**config.mk**
```make
export PLATFORM = sky130hd
export DESIGN_NAME = rvh_l1d_mshr_file
export DESIGN_NICKNAME = d
export VERILOG_FILES = /design/src/rtl/rvh_l1d_pkg.sv /design/src/rtl/rvh_l1d_mshr_fetch_q.sv /design/src/rtl/rvh_l1d_mshr_file.sv
export SDC_FILE = /design/constraint.sdc
export NUM_CORES = 1
export LEC_CHECK = 0
export ABC_AREA = 1
export CAP_MARGIN = 10
export CORE_MARGIN = 8
export CORE_UTILIZATION = 47
export DETAILED_ROUTE_END_ITERATION = 6
export GPL_TIMING_DRIVEN = 0
export PLACE_DENSITY = 0.81
export SLEW_MARGIN = 15
export SYNTH_ARGS = -nofsm -noshare
export SYNTH_HDL_FRONTEND = slang
export SYNTH_SLANG_ARGS = --single-unit
```
**constraint.sdc**
```tcl
create_clock -name clk -period 3.08 [get_ports clk]
set_input_delay 0.616 -clock clk [delete_from_list [all_inputs] [get_ports clk]]
set_output_delay 0.616 -clock clk [all_outputs]
set_load 0.02 [all_outputs]
```
**src/rtl/rvh_l1d_pkg.sv**
```systemverilog
// Shared L1D types and constants for the MSHR file and its fetch queue.
// Line address = {tag, bank set index}; priority encoder is shared here.
package rvh_l1d_pkg;

    localparam int PADDR_W                  = 32;
    localparam int L1D_BANK_OFFSET_WIDTH    = 6;
    localparam int L1D_BANK_SET_INDEX_WIDTH = 6;
    localparam int L1D_TAG_W                = PADDR_W - L1D_BANK_OFFSET_WIDTH
                                              - L1D_BANK_SET_INDEX_WIDTH;
    localparam int LINE_ADDR_W              = L1D_TAG_W + L1D_BANK_SET_INDEX_WIDTH;

    localparam int BURST_SIZE = 2;
    localparam int AXI_SIZE   = 5;
    localparam logic [1:0] AXI_BURST_INCR = 2'b01;

    localparam int MEMNOC_TID_MASTERID_SIZE = 4;
    localparam int MEMNOC_TID_TID_SIZE      = 8;

    // Widest vector the shared priority encoder accepts
    localparam int MSHR_MAX   = 64;
    localparam int MSHR_MAX_W = 6;

    typedef struct packed {
        logic [L1D_TAG_W-1:0]                new_tag;
        logic [L1D_BANK_SET_INDEX_WIDTH-1:0] bank_index;
        logic                                is_store;
        logic [7:0]                          lsu_tag;
        logic                                flush;
        logic                                no_write_alloc;
    } mshr_t;

    typedef struct packed {
        logic [MEMNOC_TID_MASTERID_SIZE-1:0] bid;
        logic [MEMNOC_TID_TID_SIZE-1:0]      tid;
    } mem_tid_t;

    typedef struct packed {
        mem_tid_t           arid;
        logic [PADDR_W-1:0] araddr;
        logic [7:0]         arlen;
        logic [2:0]         arsize;
        logic [1:0]         arburst;
    } cache_mem_if_ar_t;

    // Index of the lowest set bit; 0 when no bit is set
    function automatic logic [MSHR_MAX_W-1:0] lowest_set(
        input logic [MSHR_MAX-1:0] v
    );
        lowest_set = '0;
        for (int i = MSHR_MAX - 1; i >= 0; i--) begin
            if (v[i]) lowest_set = i[MSHR_MAX_W-1:0];
        end
    endfunction

endpackage

```
**src/rtl/rvh_l1d_mshr_fetch_q.sv**
```systemverilog
// Age-ordered FIFO of MSHR ids waiting to issue a line fetch.
// Depth equals the entry count, so pushes never find it full.
module rvh_l1d_mshr_fetch_q #(
    parameter int DEPTH = 8,
    parameter int W     = $clog2(DEPTH)
) (
    input  logic         clk,
    input  logic         rst,
    input  logic         push_i,
    input  logic [W-1:0] push_id_i,
    input  logic         pop_i,
    output logic [W-1:0] head_o,
    output logic         empty_o
);

    logic [W-1:0] mem_q [DEPTH];
    logic [W-1:0] wr_ptr_q;
    logic [W-1:0] rd_ptr_q;
    logic [W:0]   cnt_q;

    function automatic logic [W-1:0] ptr_inc(input logic [W-1:0] p);
        ptr_inc = (p == W'(DEPTH - 1)) ? '0 : p + W'(1);
    endfunction

    assign head_o  = mem_q[rd_ptr_q];
    assign empty_o = (cnt_q == '0);

    // Pointer and occupancy update; push and pop may coincide
    always_ff @(posedge clk) begin
        if (rst) begin
            wr_ptr_q <= '0;
            rd_ptr_q <= '0;
            cnt_q    <= '0;
        end else begin
            if (push_i) wr_ptr_q <= ptr_inc(wr_ptr_q);
            if (pop_i)  rd_ptr_q <= ptr_inc(rd_ptr_q);
            unique case ({push_i, pop_i})
                2'b10:   cnt_q <= cnt_q + 1'b1;
                2'b01:   cnt_q <= cnt_q - 1'b1;
                default: cnt_q <= cnt_q;
            endcase
        end
    end

    // Id storage, needs no reset since occupancy gates reads
    always_ff @(posedge clk) begin
        if (push_i) mem_q[wr_ptr_q] <= push_id_i;
    end

endmodule

```
**src/rtl/rvh_l1d_mshr_file.sv**
```systemverilog
// L1D miss-status holding register file for one D$ bank.
// Optional line-address lookup: RVH_L1D_MSHR_ADDR_MATCH_EN.
module rvh_l1d_mshr_file
    import rvh_l1d_pkg::*;
#(
    parameter int N_ENTRY = 8,
    parameter int N_ID_W  = $clog2(N_ENTRY),
    parameter int BANK_ID = 0
) (
    input  logic                   clk,
    input  logic                   rst,
    input  logic                   alloc_valid_i,
    output logic                   alloc_ready_o,
    input  mshr_t                  alloc_i,
    output logic [N_ID_W-1:0]      alloc_id_o,
    input  logic                   lookup_valid_i,
    input  logic [LINE_ADDR_W-1:0] lookup_addr_i,
    output logic                   lookup_hit_o,
    output logic [N_ID_W-1:0]      lookup_hit_id_o,
    input  logic                   dealloc_valid_i,
    input  logic [N_ID_W-1:0]      dealloc_id_i,
    output logic                   dealloc_ready_o,
    output logic                   l2_req_if_arvalid,
    input  logic                   l2_req_if_arready,
    output cache_mem_if_ar_t       l2_req_if_ar,
    input  logic                   rob_flush_i,
    output mshr_t                  mshr_bank_o [N_ENTRY],
    output logic [N_ENTRY-1:0]     mshr_bank_valid_o,
    output logic [N_ENTRY-1:0]     mshr_bank_no_resp_o,
    output logic [N_ENTRY-1:0]     mshr_bank_sent_o
);

    localparam logic [31:0] BANK_ID_L = BANK_ID;
    localparam logic [MEMNOC_TID_MASTERID_SIZE-1:0] BID =
        {1'b0, BANK_ID_L[MEMNOC_TID_MASTERID_SIZE-2:0]};

    logic [N_ENTRY-1:0] valid_q;
    logic [N_ENTRY-1:0] sent_q;
    logic [N_ENTRY-1:0] no_resp_q;
    mshr_t              bank_q [N_ENTRY];

    logic [MSHR_MAX-1:0] free_ext;
    logic                alloc_fire;
    logic                need_fetch;
    logic                ar_fire;
    logic                dealloc_ok;
    logic                q_empty;
    logic [N_ID_W-1:0]   head_id;

    // Free vector widened for the shared encoder
    always_comb begin
        free_ext               = '0;
        free_ext[N_ENTRY-1:0]  = ~valid_q;
    end

    assign alloc_ready_o   = |(~valid_q);
    assign alloc_id_o      = N_ID_W'(lowest_set(free_ext));
    assign alloc_fire      = alloc_valid_i & alloc_ready_o;
    assign need_fetch      = ~alloc_i.flush & ~alloc_i.no_write_alloc;
    assign dealloc_ready_o = 1'b1;
    assign dealloc_ok      = dealloc_valid_i & valid_q[dealloc_id_i]
                             & sent_q[dealloc_id_i];

    assign l2_req_if_arvalid = ~q_empty;
    assign ar_fire           = l2_req_if_arvalid & l2_req_if_arready;

    rvh_l1d_mshr_fetch_q #(
        .DEPTH (N_ENTRY),
        .W     (N_ID_W)
    ) u_fetch_q (
        .clk       (clk),
        .rst       (rst),
        .push_i    (alloc_fire & need_fetch),
        .push_id_i (alloc_id_o),
        .pop_i     (ar_fire),
        .head_o    (head_id),
        .empty_o   (q_empty)
    );

    // AR payload built from the oldest queued entry
    always_comb begin
        l2_req_if_ar          = '0;
        l2_req_if_ar.arid.bid = BID;
        l2_req_if_ar.arid.tid = MEMNOC_TID_TID_SIZE'(head_id);
        l2_req_if_ar.araddr   = {bank_q[head_id].new_tag,
                                 bank_q[head_id].bank_index,
                                 {L1D_BANK_OFFSET_WIDTH{1'b0}}};
        l2_req_if_ar.arlen    = 8'(BURST_SIZE - 1);
        l2_req_if_ar.arsize   = 3'(AXI_SIZE);
        l2_req_if_ar.arburst  = AXI_BURST_INCR;
    end

    // Per-entry status; flush set overrides the allocation clear
    always_ff @(posedge clk) begin
        if (rst) begin
            valid_q   <= '0;
            sent_q    <= '0;
            no_resp_q <= '0;
        end else begin
            for (int i = 0; i < N_ENTRY; i++) begin
                if (alloc_fire && alloc_id_o == N_ID_W'(i)) begin
                    valid_q[i]   <= 1'b1;
                    sent_q[i]    <= ~need_fetch;
                    no_resp_q[i] <= 1'b0;
                end
                if (ar_fire && head_id == N_ID_W'(i)) sent_q[i] <= 1'b1;
                if (dealloc_ok && dealloc_id_i == N_ID_W'(i)) valid_q[i] <= 1'b0;
                if (rob_flush_i) no_resp_q[i] <= 1'b1;
            end
        end
    end

    // Entry payload capture on grant
    always_ff @(posedge clk) begin
        for (int i = 0; i < N_ENTRY; i++) begin
            if (alloc_fire && alloc_id_o == N_ID_W'(i)) bank_q[i] <= alloc_i;
        end
    end

    assign mshr_bank_o         = bank_q;
    assign mshr_bank_valid_o   = valid_q;
    assign mshr_bank_sent_o    = sent_q;
    assign mshr_bank_no_resp_o = no_resp_q;

`ifdef RVH_L1D_MSHR_ADDR_MATCH_EN
    logic [MSHR_MAX-1:0] hit_ext;

    // Line-address compare against registered valid entries
    always_comb begin
        hit_ext = '0;
        for (int i = 0; i < N_ENTRY; i++) begin
            hit_ext[i] = lookup_valid_i & valid_q[i]
                         & ({bank_q[i].new_tag, bank_q[i].bank_index}
                            == lookup_addr_i);
        end
    end

    assign lookup_hit_o    = |hit_ext;
    assign lookup_hit_id_o = N_ID_W'(lowest_set(hit_ext));

    a_single_hit: assert property (
        @(posedge clk) disable iff (rst) $onehot0(hit_ext)
    );
`else
    logic unused_lookup;
    assign unused_lookup   = ^{lookup_valid_i, lookup_addr_i};
    assign lookup_hit_o    = 1'b0;
    assign lookup_hit_id_o = '0;
`endif

    a_dealloc_legal: assert property (
        @(posedge clk) disable iff (rst)
        dealloc_valid_i |-> (valid_q[dealloc_id_i] && sent_q[dealloc_id_i])
    );

endmodule

```
# Word-level counts from Yosys, hierarchy flattened
# Memories as Yosys holds them, arrays and structs flattened. A register that Yosys moved wholly into a read port is not among the register bits.
# Cells that the tools add are included.
[word_totals] mem_bits_rw=24 register_bits=330 mem_count=1 output_inout_bits=387 wordCells=227
[memory_table] name="u_fetch_q.mem_q" depth=8 width=3 rd=1 rd_clocked_by_memory_dff=1 write_ports=1 line="rvh_l1d_mshr_fetch_q.sv:16" source="logic [W-1:0] mem_q [DEPTH];"
[classes] n_reduce_logical=54 add_sub_neg=4 mux=54 magnitude_cmp=2 n_bitwise=12 eq_ne=25
[ops] cell="$bmux W37 S3" count=1
[ops] cell="$mux W37" count=2
[ops] cell="$eq A3 B3 Y1 const B" count=14
[ops] cell="$mux W1" count=36
[ops] cell="$mux W3" count=12
[ops] cell="$reduce_bool A2 Y1" count=17
[ops] cell="$logic_and A1 B1 Y1" count=24
[ops] cell="$eq A3 B2 Y1 const B" count=6
[ops] cell="$reduce_or A2 Y1" count=8
[ops] cell="$eq A3 B1 Y1 const B" count=3
[ops] cell="$logic_not A3 Y1" count=3
[ops] cell="$not A8 Y8" count=1
[ops] cell="$pmux W4 S2" count=1
[ops] cell="$reduce_or A8 Y1" count=1
[ops] cell="$add A3 B1 Y3 const B" count=2
[ops] cell="$and A1 B1 Y1" count=6
[ops] cell="$bmux W1 S3" count=2
[ops] cell="$add A4 B1 Y4 const B" count=1
[ops] cell="$ge A4 B4 Y1 const B" count=1
[ops] cell="$logic_not A4 Y1" count=1
[ops] cell="$lt A3 B4 Y1 const B" count=1
[ops] cell="$not A1 Y1" count=4
[ops] cell="$not A3 Y4" count=1
[ops] cell="$sub A4 B1 Y4 const B" count=1
[ops] cell="2 further kinds" count=2

# Depth between registers and ports, before layout
# Gate-level depths: netlist of run 1.
[logic_depth] word_depth=13 mapped_depth=15 mapped_depth_nobuf=13

# By module
# From an unflattened synthesis of run 1, not the netlist that was laid out.
[unflattened] hier_cells=964 hier_area_um2=13455.4
[modules_own_cells] module="rvh_l1d_mshr_file" instances=1 cells_per_inst=809 seq_area_each_um2=9369.0 area_each_um2=11857.6
[modules_own_cells] module="rvh_l1d_mshr_fetch_q" instances=1 cells_per_inst=155 seq_area_each_um2=980.9 area_each_um2=1597.8

# Least setup slack after synthesis of run 1
# Ideal clock, no wire load.
[synth_timing] path_type="register to register" from="register valid_q[0] (netlist: mshr_bank_valid_o[0])" to="register bank_q, in the netlist mshr_bank_o[0], enable pin" t_arrival_ps=2091 path_buffers=0 stages_incl_launch_ff=7 setup_slack_ps=597 path_cell_list="dfxtp_1 > nand2_1 > inv_1 > nand2_1 > inv_1 > nand3_1 > inv_1"
[synth_between] elab_chain_cells=4 word_cells_on_any_way=6 classes_between="1 x eq/ne; 1 x mux; 2 x bitwise; 2 x reduce/logical"
[synth_lines] element="start, declared" line="rvh_l1d_mshr_file.sv:37" source="logic [N_ENTRY-1:0] valid_q;"
[synth_lines] element="start signal, assigned" line="rvh_l1d_mshr_file.sv:96" source="valid_q <= '0;"
[synth_lines] element="start signal, assigned by index" line="rvh_l1d_mshr_file.sv:102" source="valid_q[i] <= 1'b1;"
[synth_lines] element="start signal, assigned by index" line="rvh_l1d_mshr_file.sv:107" source="if (dealloc_ok && dealloc_id_i == N_ID_W'(i)) valid_q[i] <= 1'b0;"
[synth_lines] element="$not A8 Y8" line="rvh_l1d_mshr_file.sv:53" source="free_ext[N_ENTRY-1:0] = ~valid_q;"
[synth_lines] element="$mux W3" line="rvh_l1d_pkg.sv:51" source="if (v[i]) lowest_set = i[MSHR_MAX_W-1:0];"
[synth_lines] element="via alloc_id_o[1]" line="rvh_l1d_mshr_file.sv:15" source="output logic [N_ID_W-1:0] alloc_id_o,"
[synth_lines] element="$eq A3 B3 Y1" line="rvh_l1d_mshr_file.sv:116" source="if (alloc_fire && alloc_id_o == N_ID_W'(i)) bank_q[i] <= alloc_i;"
[synth_lines] element="$logic_and A1 B1 Y1" line="rvh_l1d_mshr_file.sv:116"
[synth_lines] element="end signal, assigned by index" line="rvh_l1d_mshr_file.sv:116"
[synth_lines] element="end, declared" line="rvh_l1d_mshr_file.sv:40" source="mshr_t bank_q [N_ENTRY];"
# The timed path passes the listed nets, and every way through them passes these cells.
# A chain may end at the register's enable or synchronous reset.

==> results of run 1 <==
[repair_timing]
action                                  CTS  global route
gates resized for setup                 170            66
endpoints found under the setup margin   30            30
buffers inserted                          8             6
pin swaps                                 2             5
cloned                                    0             8
[critical path: stages (launching register included)]
cell       delay [ns]
dfxtp_4          0.37
inv_4            0.07
buf_6            0.11
nand2_1          0.06
nand3_2          0.09
nand3_4          0.12
nand2_8          0.13
clkinv_8         0.07
buf_12           0.15
clkbuf_16        0.16
nand2_1          0.05
nand2_1          0.05
nand2_1          0.05
nand2_1          0.04
nand2_1          0.07
nand2_2          0.08
buf_4            0.16
[kinds of logic after synthesis]
logic type | count (synthesis) | share of synthesized area, %
xor gates and xnor gates | 3 | 0.183
and+or+nand+nor | 732 | 19.8
AOI/OAI and AO/OA | 52 | 1.98
other | 2 | 0.0524
buffers and inverters | 143 | 5.17
adders and majority gates | 7 | 0.611
DFF | 357 | 72.2
[area by class of cell]
class | instances | area, sq um | area share (%)
plain buffers | 74 | 696 | 3.36
clock buffers | 46 | 990 | 4.78
clock inverters | 16 | 109 | 0.526
inverters | 69 | 285 | 1.38
multi-input cells | 828 | 3450 | 16.7
flip-flops and latches | 357 | 10400 | 50.1
well taps | 396 | 495 | 2.39
repair buffers | 427 | 4310 | 20.8
repair inverters | 1 | 8.76 | 0.0423
[power by group through the flow]
stage                     combinational [mW]  clock, mW  sequential, mW
after floorplan                         3.96          0            5.74
after global placement                  7.11          0            5.65
after detailed placement                7.25          0            5.66
after CTS                               7.47       4.19            5.57
after global routing                    8.91       4.38            5.59
final                                   8.31       4.15            5.58
[metal layers]
layer  global-route usage, %  up-vias
met2                    47.2      757
met3                    8.69      128
met4                    12.3        0
met5                       0        -
met1                    31.1     5573
li1                        -     5206
[layout by cell type, fill, tap and decap left out, types with 4 or more instances in the layout]
| cell type | synthesis | layout |
|---|---|---|
| edfxtp_1 | 320 | 320 |
| inv_2 | 2 | 10 |
| dfxtp_1 | 37 | 34 |
| buf_6 | 4 | 24 |
| clkbuf_1 | 4 | 9 |
| clkinvlp_4 | 0 | 5 |
| clkdlybuf4s50_1 | 0 | 369 |
| nand2_2 | 2 | 8 |
| clkinv_1 | 0 | 4 |
| nand4_1 | 9 | 9 |
| nand2_1 | 645 | 637 |
| buf_8 | 0 | 4 |
| nor2_1 | 39 | 39 |
| buf_2 | 24 | 17 |
| buf_4 | 38 | 59 |
| conb_1 | 2 | 33 |
| clkinv_2 | 0 | 4 |
| inv_1 | 66 | 55 |
| clkbuf_16 | 0 | 41 |
| a21oi_1 | 23 | 23 |
| o21ai_0 | 18 | 18 |
| o22ai_1 | 5 | 5 |
| buf_12 | 0 | 14 |
| nand3_1 | 29 | 27 |
| ha_1 | 7 | 7 |
[how the worst min path moves through the flow]
stage	endpoint	cells after the start	slack [ns]
final	mshr_bank_no_resp_o[3]	2	0.46
after global routing	mshr_bank_no_resp_o[5]	2	0.49
after CTS	mshr_bank_no_resp_o[3]	2	0.47
after detailed placement	mshr_bank_no_resp_o[3]	2	0.46
after global placement	mshr_bank_no_resp_o[4]	2	0.45
after floorplan	u_fetch_q.cnt_q[3]	2	0.44
[per-stage QoR]
| stage | area (sq um) | hold WS [ns] |
|---|---|---|
| 2_1_floorplan | 14500 | 0.444 |
| 3_3_place_gp | 18900 | 0.451 |
| 3_5_place_dp | 19100 | 0.458 |
| 4_1_cts | 20300 | 0.467 |
| 5_1_grt | 20700 | 0.487 |
| 6_report | 20700 | 0.463 |
[sequential cells by signal (all words and copies together), names as in the netlist, named ones only]
signal	flops
mshr_bank_no_resp_o	8
mshr_bank_o	296
mshr_bank_sent_o	8
mshr_bank_valid_o	8
u_fetch_q.cnt_q	4
u_fetch_q.mem_q	24
u_fetch_q.rd_ptr_q	3
u_fetch_q.wr_ptr_q	3
==> impl_results.md, run 1 <==
- Synth unique cells: 32
- CP required: 2.46 ns
- Type of the most critical hold path: flip-flop to flip-flop
- Antenna Nets Post-Route: 0
- Sw frac: 40.5%
- Synthesis-stage register bit count: 357
- Max Clock Freq: 335 MHz
- Pre-CTS setup slack: -0.495 ns
- Largest net degree at the start of global routing: 29
- Register area share after synthesis: 72.2%
- Worst min-delay path startpoint: mshr_bank_no_resp_o[3]
- Bufs on Longest Clock Path: 3
- R2r setup slk: 0.20 ns
- Starting DRT DRC Count: 1087
- Final setup viols: 0
- Cells after Synth: 1296
- Power Total: 18.0 mW
- Cell Area, Synth: 14300 sq um
- Post-layout min period: 2.98 ns
- Die width: 191 microns
- Reg2reg path depth: 7
- # fillers: 2139
- Vias in the first global route: 11.7k
- Sequential group share of total power: 30.9%
- Layout area overhead: 44.3%
- Number of enable flip-flop cells after synthesis: 320
- CP arrival: 2.37 ns
- R2r endpoint: mshr_bank_o[96]
- Synth area leaders: edfxtp_1 (67%), nand2_1 (17%), dfxtp_1 (5.2%)
- Int Pwr: 10.7 mW
- Clock slew at reported path FFs: 0.06 ns
- Gate power share: 46.0%
- Drt pass-1 iters: 6
- Io pins: 460
- Avg Cell Area, Syn: 11.1 sq um
- Asr flop ratio synth: 0%
- Crit path kind: flip-flop to primary output
- Worst Setup Start Kind: flip-flop
- TritonCTS Sinks: 357
- RSZ-0062 raised after global routing: true
- Clock network fraction of total power: 23.0%
- GPL Wtd Cong: 0.884
- Setup TNS: 0 ns
- Top-count cell post-synth: nand2_1
- Max cap viols: 0
- First-pass GRT wire length: 74000 microns
- Clock root buffer: clkbuf_16
- Detail Placement HPWL: 36400 microns
- Lkg Pwr: 8.52 nW
- Grt ovf: 0
- FP Rows: 64
- Die Ht: 191 microns
- Number of buffers created by CTS: 37
- Net Sw Power: 7.31 mW
- Initial antenna violation count: 0
- Post-synth top cells: nand2_1 (645), edfxtp_1 (320), inv_1 (66), nor2_1 (39), buf_4 (38)
- Post-route clock period utilization: 96.9%
- Drt wl/cell: 23.8 microns
- Critical-path maximum fanout: 6
- DRC viols: 0
- Slew Limit Fails: 0
- Least-Margin Pin Slew: 0.662 ns
- Layout cells sized above 1: 11.8%
- Metal-1 WL: 18700 microns
- WL final: 52700 microns
- Top cell type's share of synthesized area: 67.0%
- Ys Warns: 0
- Post-Place Cells: 2130
- Setup Skew: 0.0227 ns
- Final Non-Filler Cells: 2214
- Hold Violations, Final: 0
- Power per cell area: 872 nW/um^2
- Port buffer count: 399
- Initial Util: 47.2%
- Vias: 11.7k
- Post-synth top flop: edfxtp_1
- GRT Overall Usage: 27.5%
- Placeable Area: 30300 sq um
- Ant. Diodes: 0
- Die ar.: 36400 sq um
- Detailed route wirelength on metal2: 25400 microns
- H-Tree Depth: 2
- Setup ws final: 0.0961 ns
- Via density: 5.27
- Post-route core utilization: 68.2%
- Metal3 WL: 6250 microns
- Highest metal used: met4
- Worst vdd rail ir drop: 0.539 mV
- CTS tree: yes
- Worst-Skew Late Latency: 0.54 ns
- Outcome: finished, final reports clean
- Final Net Count: 1875
- End point of the critical path: l2_req_if_ar[23]
- Post-CTS Hold Fix Bufs: 0
- Slew Limit Headroom: 55.8%
- Synth area leader: edfxtp_1
- Kind of end point of the critical path: primary output
- Reg-to-Reg Start: mshr_bank_valid_o[0]
No activity file was read; power rests on OpenSTA's default activity.
==> inputs of run 2 (changes only) <==
--- a/config.mk
+++ b/config.mk
@@ -8,10 +8,10 @@
 export ABC_AREA = 1
 export CAP_MARGIN = 10
 export CORE_MARGIN = 8
-export CORE_UTILIZATION = 47
+export CORE_UTILIZATION = 40
 export DETAILED_ROUTE_END_ITERATION = 6
 export GPL_TIMING_DRIVEN = 0
-export PLACE_DENSITY = 0.81
+export PLACE_DENSITY = 0.71
 export SLEW_MARGIN = 15
 export SYNTH_ARGS = -nofsm -noshare
 export SYNTH_HDL_FRONTEND = slang
==> run 2 against run 1 <==
Global-route usage shrank 3.4 points. Die area grew 16%. Routed wire length increased by 2.3%. Sequential power about the same. First-iteration DRC count shrank 16%. Utilization decreased by 8.5 points.
==> impl_results.md, run 2 (synthesized netlist as in run 1, its figures left out) <==
- Outcome: finished, final reports clean
- Drt wl/cell: 23.6 microns
- Bufs on Longest Clock Path: 3
- Post-route clock period utilization: 97.5%
- Port buffer count: 399
- Power per cell area: 907 nW/um^2
- DRC viols: 0
- Least-Margin Pin Slew: 0.777 ns
- R2r setup slk: 0.40 ns
- Drt pass-1 iters: 5
- # fillers: 2836
- Worst vdd rail ir drop: 0.665 mV
- Final setup viols: 0
- GPL Wtd Cong: 0.906
- WHS: 0.466 ns
- Power Total: 19.2 mW
- Max Clock Freq: 333 MHz
- TritonCTS Sinks: 357
- Initial antenna violation count: 1
- Ant. Diodes: 0
- WL final: 53900 microns
- First-pass GRT wire length: 74300 microns
- Gate power share: 46.5%
- Lkg Pwr: 8.64 nW
- GRT Overall Usage: 24.1%
- Die Ht: 205 microns
- Setup ws final: 0.0780 ns
- Sequential group share of total power: 29.1%
- RSZ-0062 raised after global routing: true
- Most frequent cells in the layout: nand2_1 (613), clkdlybuf4s50_1 (369), edfxtp_1 (320)
- Max cap viols: 0
- Net Sw Power: 7.56 mW
- Largest net degree at the start of global routing: 39
- Number of buffers created by CTS: 38
- Slew Limit Fails: 0
- CTS tree: yes
- Clock root buffer: clkbuf_16
- Grt ovf: 0
- Worst-Skew Late Latency: 0.54 ns
- Layout area overhead: 47.4%
- Die width: 205 microns
- Reg-to-Reg Start: mshr_bank_valid_o[0]
- Register area: 10400 sq um
- Worst Setup Start Kind: flip-flop
- Post-Place Cells: 2193
- Sw frac: 39.5%
- Most common cell after layout, fill and taps aside: nand2_1
- Starting DRT DRC Count: 917
- Int Pwr: 11.6 mW
- Final instance area: 21100 sq um
- Detail Placement HPWL: 37100 microns
- Clock network fraction of total power: 24.4%
- Antenna Nets Post-Route: 0
- Io pins: 460
- CP arrival: 2.39 ns
- Die ar.: 42200 sq um
- Reg2reg path depth: 7
- FP Rows: 69
- Worst min-delay path startpoint: mshr_bank_no_resp_o[1]
- Hold depth: 2
- Vias: 11.5k
- Setup Skew: 0.0128 ns
- Multi-input logic area: 3550 sq um
- Placed inst area: 19200 sq um
- Hold endpoint: mshr_bank_no_resp_o[1]
- CP required: 2.46 ns
- Placeable Area: 35400 sq um
- Vias in the first global route: 11.4k
- Critical-path maximum fanout: 5
- Layout cells sized above 1: 13.3%
- Hold Violations, Final: 0
- Max reg flops: 296
- Type of the most critical hold path: flip-flop to flip-flop
- Clock slew at reported path FFs: 0.06 ns
- Post-layout min period: 3.00 ns
- Initial Util: 40.5%
- Final Net Count: 1875
- Final Non-Filler Cells: 2282
- Pre-CTS setup slack: -0.483 ns
- Crit path kind: flip-flop to primary output
- H-Tree Depth: 2
- Via density: 5.03
- R2r endpoint: mshr_bank_o[106]
- Slew Limit Headroom: 48.2%
- Kind of end point of the critical path: primary output
[run 2: cell types whose count changed in the layout (fill, tap and decap cells not counted), sizes merged]
| cell | change |
|---|---|
| bufinv | +5 |
| clkbuf | +2 |
| dlygate4sd2 | +1 |
| dlymetal6s2s | -1 |
| inv | -4 |
[run 2: critical path, cell delays in order (launching register included)]
cell       delay, ns
dfxtp_4         0.39
inv_4           0.05
buf_6           0.13
nand2_4         0.06
nand3_4         0.07
nand3_4         0.13
nand2_8         0.09
buf_6           0.13
clkbuf_16       0.15
clkbuf_16       0.16
nand2_1         0.06
nand2_1         0.06
nand2_1         0.06
nand2_1         0.05
nand2_1         0.07
nand2_2         0.06
buf_6           0.13
[run 2: routing by layer]
layer  part of all wire, %  track usage, %  vias up
met4                   3.8            9.98        2
met5                 0.024               0        -
met2                    47            40.2      672
met1                    38            27.7     5454
met3                    11            8.71      129
li1                      -               -     5215
[run 2: how the worst max path moves through the flow]
stage | endpoint | slack [ns] | cells after the start
after floorplan | mshr_bank_o[0] | 0.60 | 6
after global placement | mshr_bank_o[238] | -0.99 | 5
after detailed placement | l2_req_if_ar[21] | -0.48 | 11
after CTS | l2_req_if_ar[30] | -0.05 | 13
after global routing | l2_req_if_ar[23] | -0.06 | 16
final | l2_req_if_ar[32] | 0.08 | 16
[run 2: area by class of cell]
cell class	count	area share, %
repair buffers	429	20.9
flip-flops and latches	357	49.0
clock inverters	18	1.12
multi-input cells	828	16.8
clock buffers	48	4.82
well taps	461	2.73
plain buffers	72	3.24
inverters	69	1.39
[run 2: timing repair]
| action | in CTS | in global routing |
|---|---|---|
| hold buffers | 0 | 0 |
| buffers inserted | 10 | 7 |
| resized for setup | 174 | 129 |
| pin swaps | 3 | 26 |
| setup endpoints to repair | 30 | 30 |
| cloned | 0 | 8 |
[run 2: stage by stage]
| stage | utilization (%) | setup TNS (ns) |
|---|---|---|
| after floorplan | - | 0 |
| after global placement | 53.8 | -253.98 |
| after detailed placement | 54.1 | -9.44 |
| after CTS | 58.1 | -0.121 |
| after global routing | 59.7 | -0.449 |
| final | 59.7 | 0 |
[run 2: power groups by stage]
stage	registers (mW)	logic, mW	clock network (mW)
detailed placement	5.66	7.37	0
global route	5.59	9.57	4.91
finish	5.58	8.91	4.68
CTS	5.56	7.62	4.73
floorplan	5.74	3.96	0
global placement	5.65	7.31	0
==> inputs of run 3 (changes only) <==
--- a/config.mk
+++ b/config.mk
@@ -10,7 +10,6 @@
 export CORE_MARGIN = 8
 export CORE_UTILIZATION = 40
 export DETAILED_ROUTE_END_ITERATION = 6
-export GPL_TIMING_DRIVEN = 0
 export PLACE_DENSITY = 0.71
 export SLEW_MARGIN = 15
 export SYNTH_ARGS = -nofsm -noshare
==> run 3 against run 2 <==
Hold slack better by 0.0016 ns. Setup slack better by 0.031 ns. Critical path depth down 2. Sequential cell count unchanged. Non-clock buffer count down 47. Clock skew up 0.011 ns. Utilization down 1.8 points. Clock power down 3%. Global-route usage down 2.9 points. Sequential power about the same. Cell count down 2.1%. Largest cell class unchanged. Highest routed layer unchanged.
==> impl_results.md, run 3 (synthesized netlist as in run 1, its figures left out) <==
- Outcome: finished, final reports clean
- R2r setup slk: 0.75 ns
- Reg2reg path depth: 7
- Critical-path maximum fanout: 34
- Worst Setup Start Kind: flip-flop
- Net Sw Power: 6.50 mW
- Ant. Diodes: 0
- Post-route clock period utilization: 96.5%
- Slew Limit Headroom: 57.3%
- Max reg flops: 296
- R2r endpoint: mshr_bank_o[16]
- GPL Wtd Cong: 0.899
- FP Rows: 69
- Slew Limit Fails: 0
- Vias in the first global route: 11.0k
- Worst-Skew Late Latency: 0.53 ns
- Worst vdd rail ir drop: 0.551 mV
- Number of buffers created by CTS: 38
- Hold depth: 2
- Largest net degree at the start of global routing: 48
- Power per cell area: 840 nW/um^2
- Antenna Nets Post-Route: 0
- CTS tree: yes
- Vias: 11.0k
- DRC viols: 0
- Initial antenna violation count: 1
- Type of the most critical hold path: flip-flop to flip-flop
- Die Ht: 205 microns
- Gate power share: 41.3%
- Worst min-delay path startpoint: mshr_bank_no_resp_o[1]
- Layout cells sized above 1: 9.02%
- Post-layout min period: 2.97 ns
- Placeable Area: 35400 sq um
- Final instance area: 20500 sq um
- Detail Placement HPWL: 32300 microns
- Starting DRT DRC Count: 851
- Setup Skew: 0.0241 ns
- Final setup viols: 0
- GRT Overall Usage: 21.1%
- Hold Violations, Final: 0
- Bufs on Longest Clock Path: 3
- Most common cell after layout, fill and taps aside: nand2_1
- Placed inst area: 19100 sq um
- Die width: 205 microns
- Initial Util: 40.5%
- Clock network fraction of total power: 26.4%
- First-pass GRT wire length: 67000 microns
- Clock root buffer: clkbuf_16
- TritonCTS Sinks: 357
- Kind of end point of the critical path: primary output
- RSZ-0062 raised after global routing: true
- Least-Margin Pin Slew: 0.639 ns
- Most frequent cells in the layout: nand2_1 (644), clkdlybuf4s50_1 (370), edfxtp_1 (320)
- Int Pwr: 10.7 mW
- Grt ovf: 0
- Max cap viols: 0
- Via density: 4.93
- WHS: 0.468 ns
- H-Tree Depth: 2
- Drt wl/cell: 21.2 microns
- Lkg Pwr: 8.35 nW
- Final Net Count: 1827
- Clock slew at reported path FFs: 0.06 ns
- Max Clock Freq: 337 MHz
- Reg-to-Reg Start: mshr_bank_valid_o[0]
- Port buffer count: 399
- Sequential group share of total power: 32.2%
- Layout area overhead: 43.0%
- Hold endpoint: mshr_bank_no_resp_o[1]
- Crit path kind: flip-flop to primary output
- CP arrival: 2.35 ns
- WL final: 47300 microns
- Drt pass-1 iters: 5
- Io pins: 460
- Die ar.: 42200 sq um
- Sw frac: 37.7%
- CP required: 2.46 ns
==> run 3: changes by cell type in the layout (fill, tap and decap cells not counted), moves of 5 or more <==
| cell | previous run | this run |
|---|---|---|
| buf_6 | 38 | 4 |
| nand2_1 | 613 | 644 |
| buf_4 | 57 | 28 |
| nand2_2 | 26 | 2 |
| buf_2 | 6 | 14 |
| clkbuf_2 | 1 | 9 |
| nand2_4 | 9 | 1 |
| inv_2 | 6 | 12 |
| buf_12 | 13 | 18 |
| clkbuf_1 | 11 | 6 |
==> run 3: through the flow <==
| step | util [%] | worst slack, ns | std cells | TNS (ns) | power (mW) |
|---|---|---|---|---|---|
| after floorplan | - | 0.597 | 1327 | 0 | 9.70 |
| after CTS | 57.9 | 0.00228 | 2227 | 0 | 17.2 |
| final | 57.9 | 0.109 | 2234 | 0 | 17.2 |
| after global placement | 54.1 | 0.171 | 2159 | 0 | 12.5 |
| after global routing | 57.9 | -0.0593 | 2234 | -0.285 | 18.2 |
| after detailed placement | 54.1 | 0.144 | 2159 | 0 | 12.6 |
==> run 3: power groups by stage <==
stage | combinational [mW] | sequential (mW) | clock (mW)
2_1_floorplan | 3.96 | 5.74 | 0
3_3_place_gp | 6.89 | 5.64 | 0
3_5_place_dp | 6.98 | 5.65 | 0
4_1_cts | 6.99 | 5.55 | 4.66
5_1_grt | 7.81 | 5.57 | 4.84
6_report | 7.12 | 5.55 | 4.55
==> run 3: area by class of cell <==
cell class,count,area (sq um)
Fill cell,2880,14900
Sequential cell,357,10400
Timing Repair Buffer,454,4650
Multi-Input combinational cell,827,3390
Clock buffer,47,1040
Tap cell,461,577
Inverter,69,275
Clock inverter,19,226
==> run 3: worst max-delay path by stage <==
stage	startpoint	to	slack, ns	depth (start not counted)
2_1_floorplan	mshr_bank_valid_o[0]	mshr_bank_o[0]	0.60	6
3_5_place_dp	flip-flop	l2_req_if_ar[42]	0.14	10
5_1_grt	flip-flop	l2_req_if_ar[43]	-0.06	15
6_report	flip-flop	l2_req_if_ar[22]	0.11	14
3_3_place_gp	flip-flop	l2_req_if_ar[42]	0.17	10
4_1_cts	flip-flop	l2_req_if_ar[38]	0.002	13
==> run 3: worst max-delay path, cell delays in order (launching register included) <==
cell and delay, ns:
dfxtp_2 0.35, buf_6 0.13, nand2_1 0.06, nand3_1 0.09, nand3_2 0.12, nand2_8 0.17
clkinv_8 0.11, buf_12 0.18, nand2_1 0.09, nand2_1 0.06, nand2_1 0.05, nand2_1 0.05
nand2_1 0.05, nand2_1 0.05, clkdlybuf4s15_2 0.25
==> run 3: metal layers <==
layer,vias up,share of wire [%],GRT usage [%]
met5,-,0.027,0
met1,5217,38,24.3
met2,565,47,35.7
met4,2,4.1,9.01
li1,5114,-,-
met3,105,11,7.12
==> run 3: what timing repair did <==
action | 4_1_cts | 5_1_grt
cloned | 1 | 3
resized for setup | 71 | 47
buffers inserted | 1 | 4
hold buffers | 0 | 0
endpoints found under the setup margin | 28 | 29
endpoints found under the hold margin | 0 | 0
pin swaps | 0 | 1
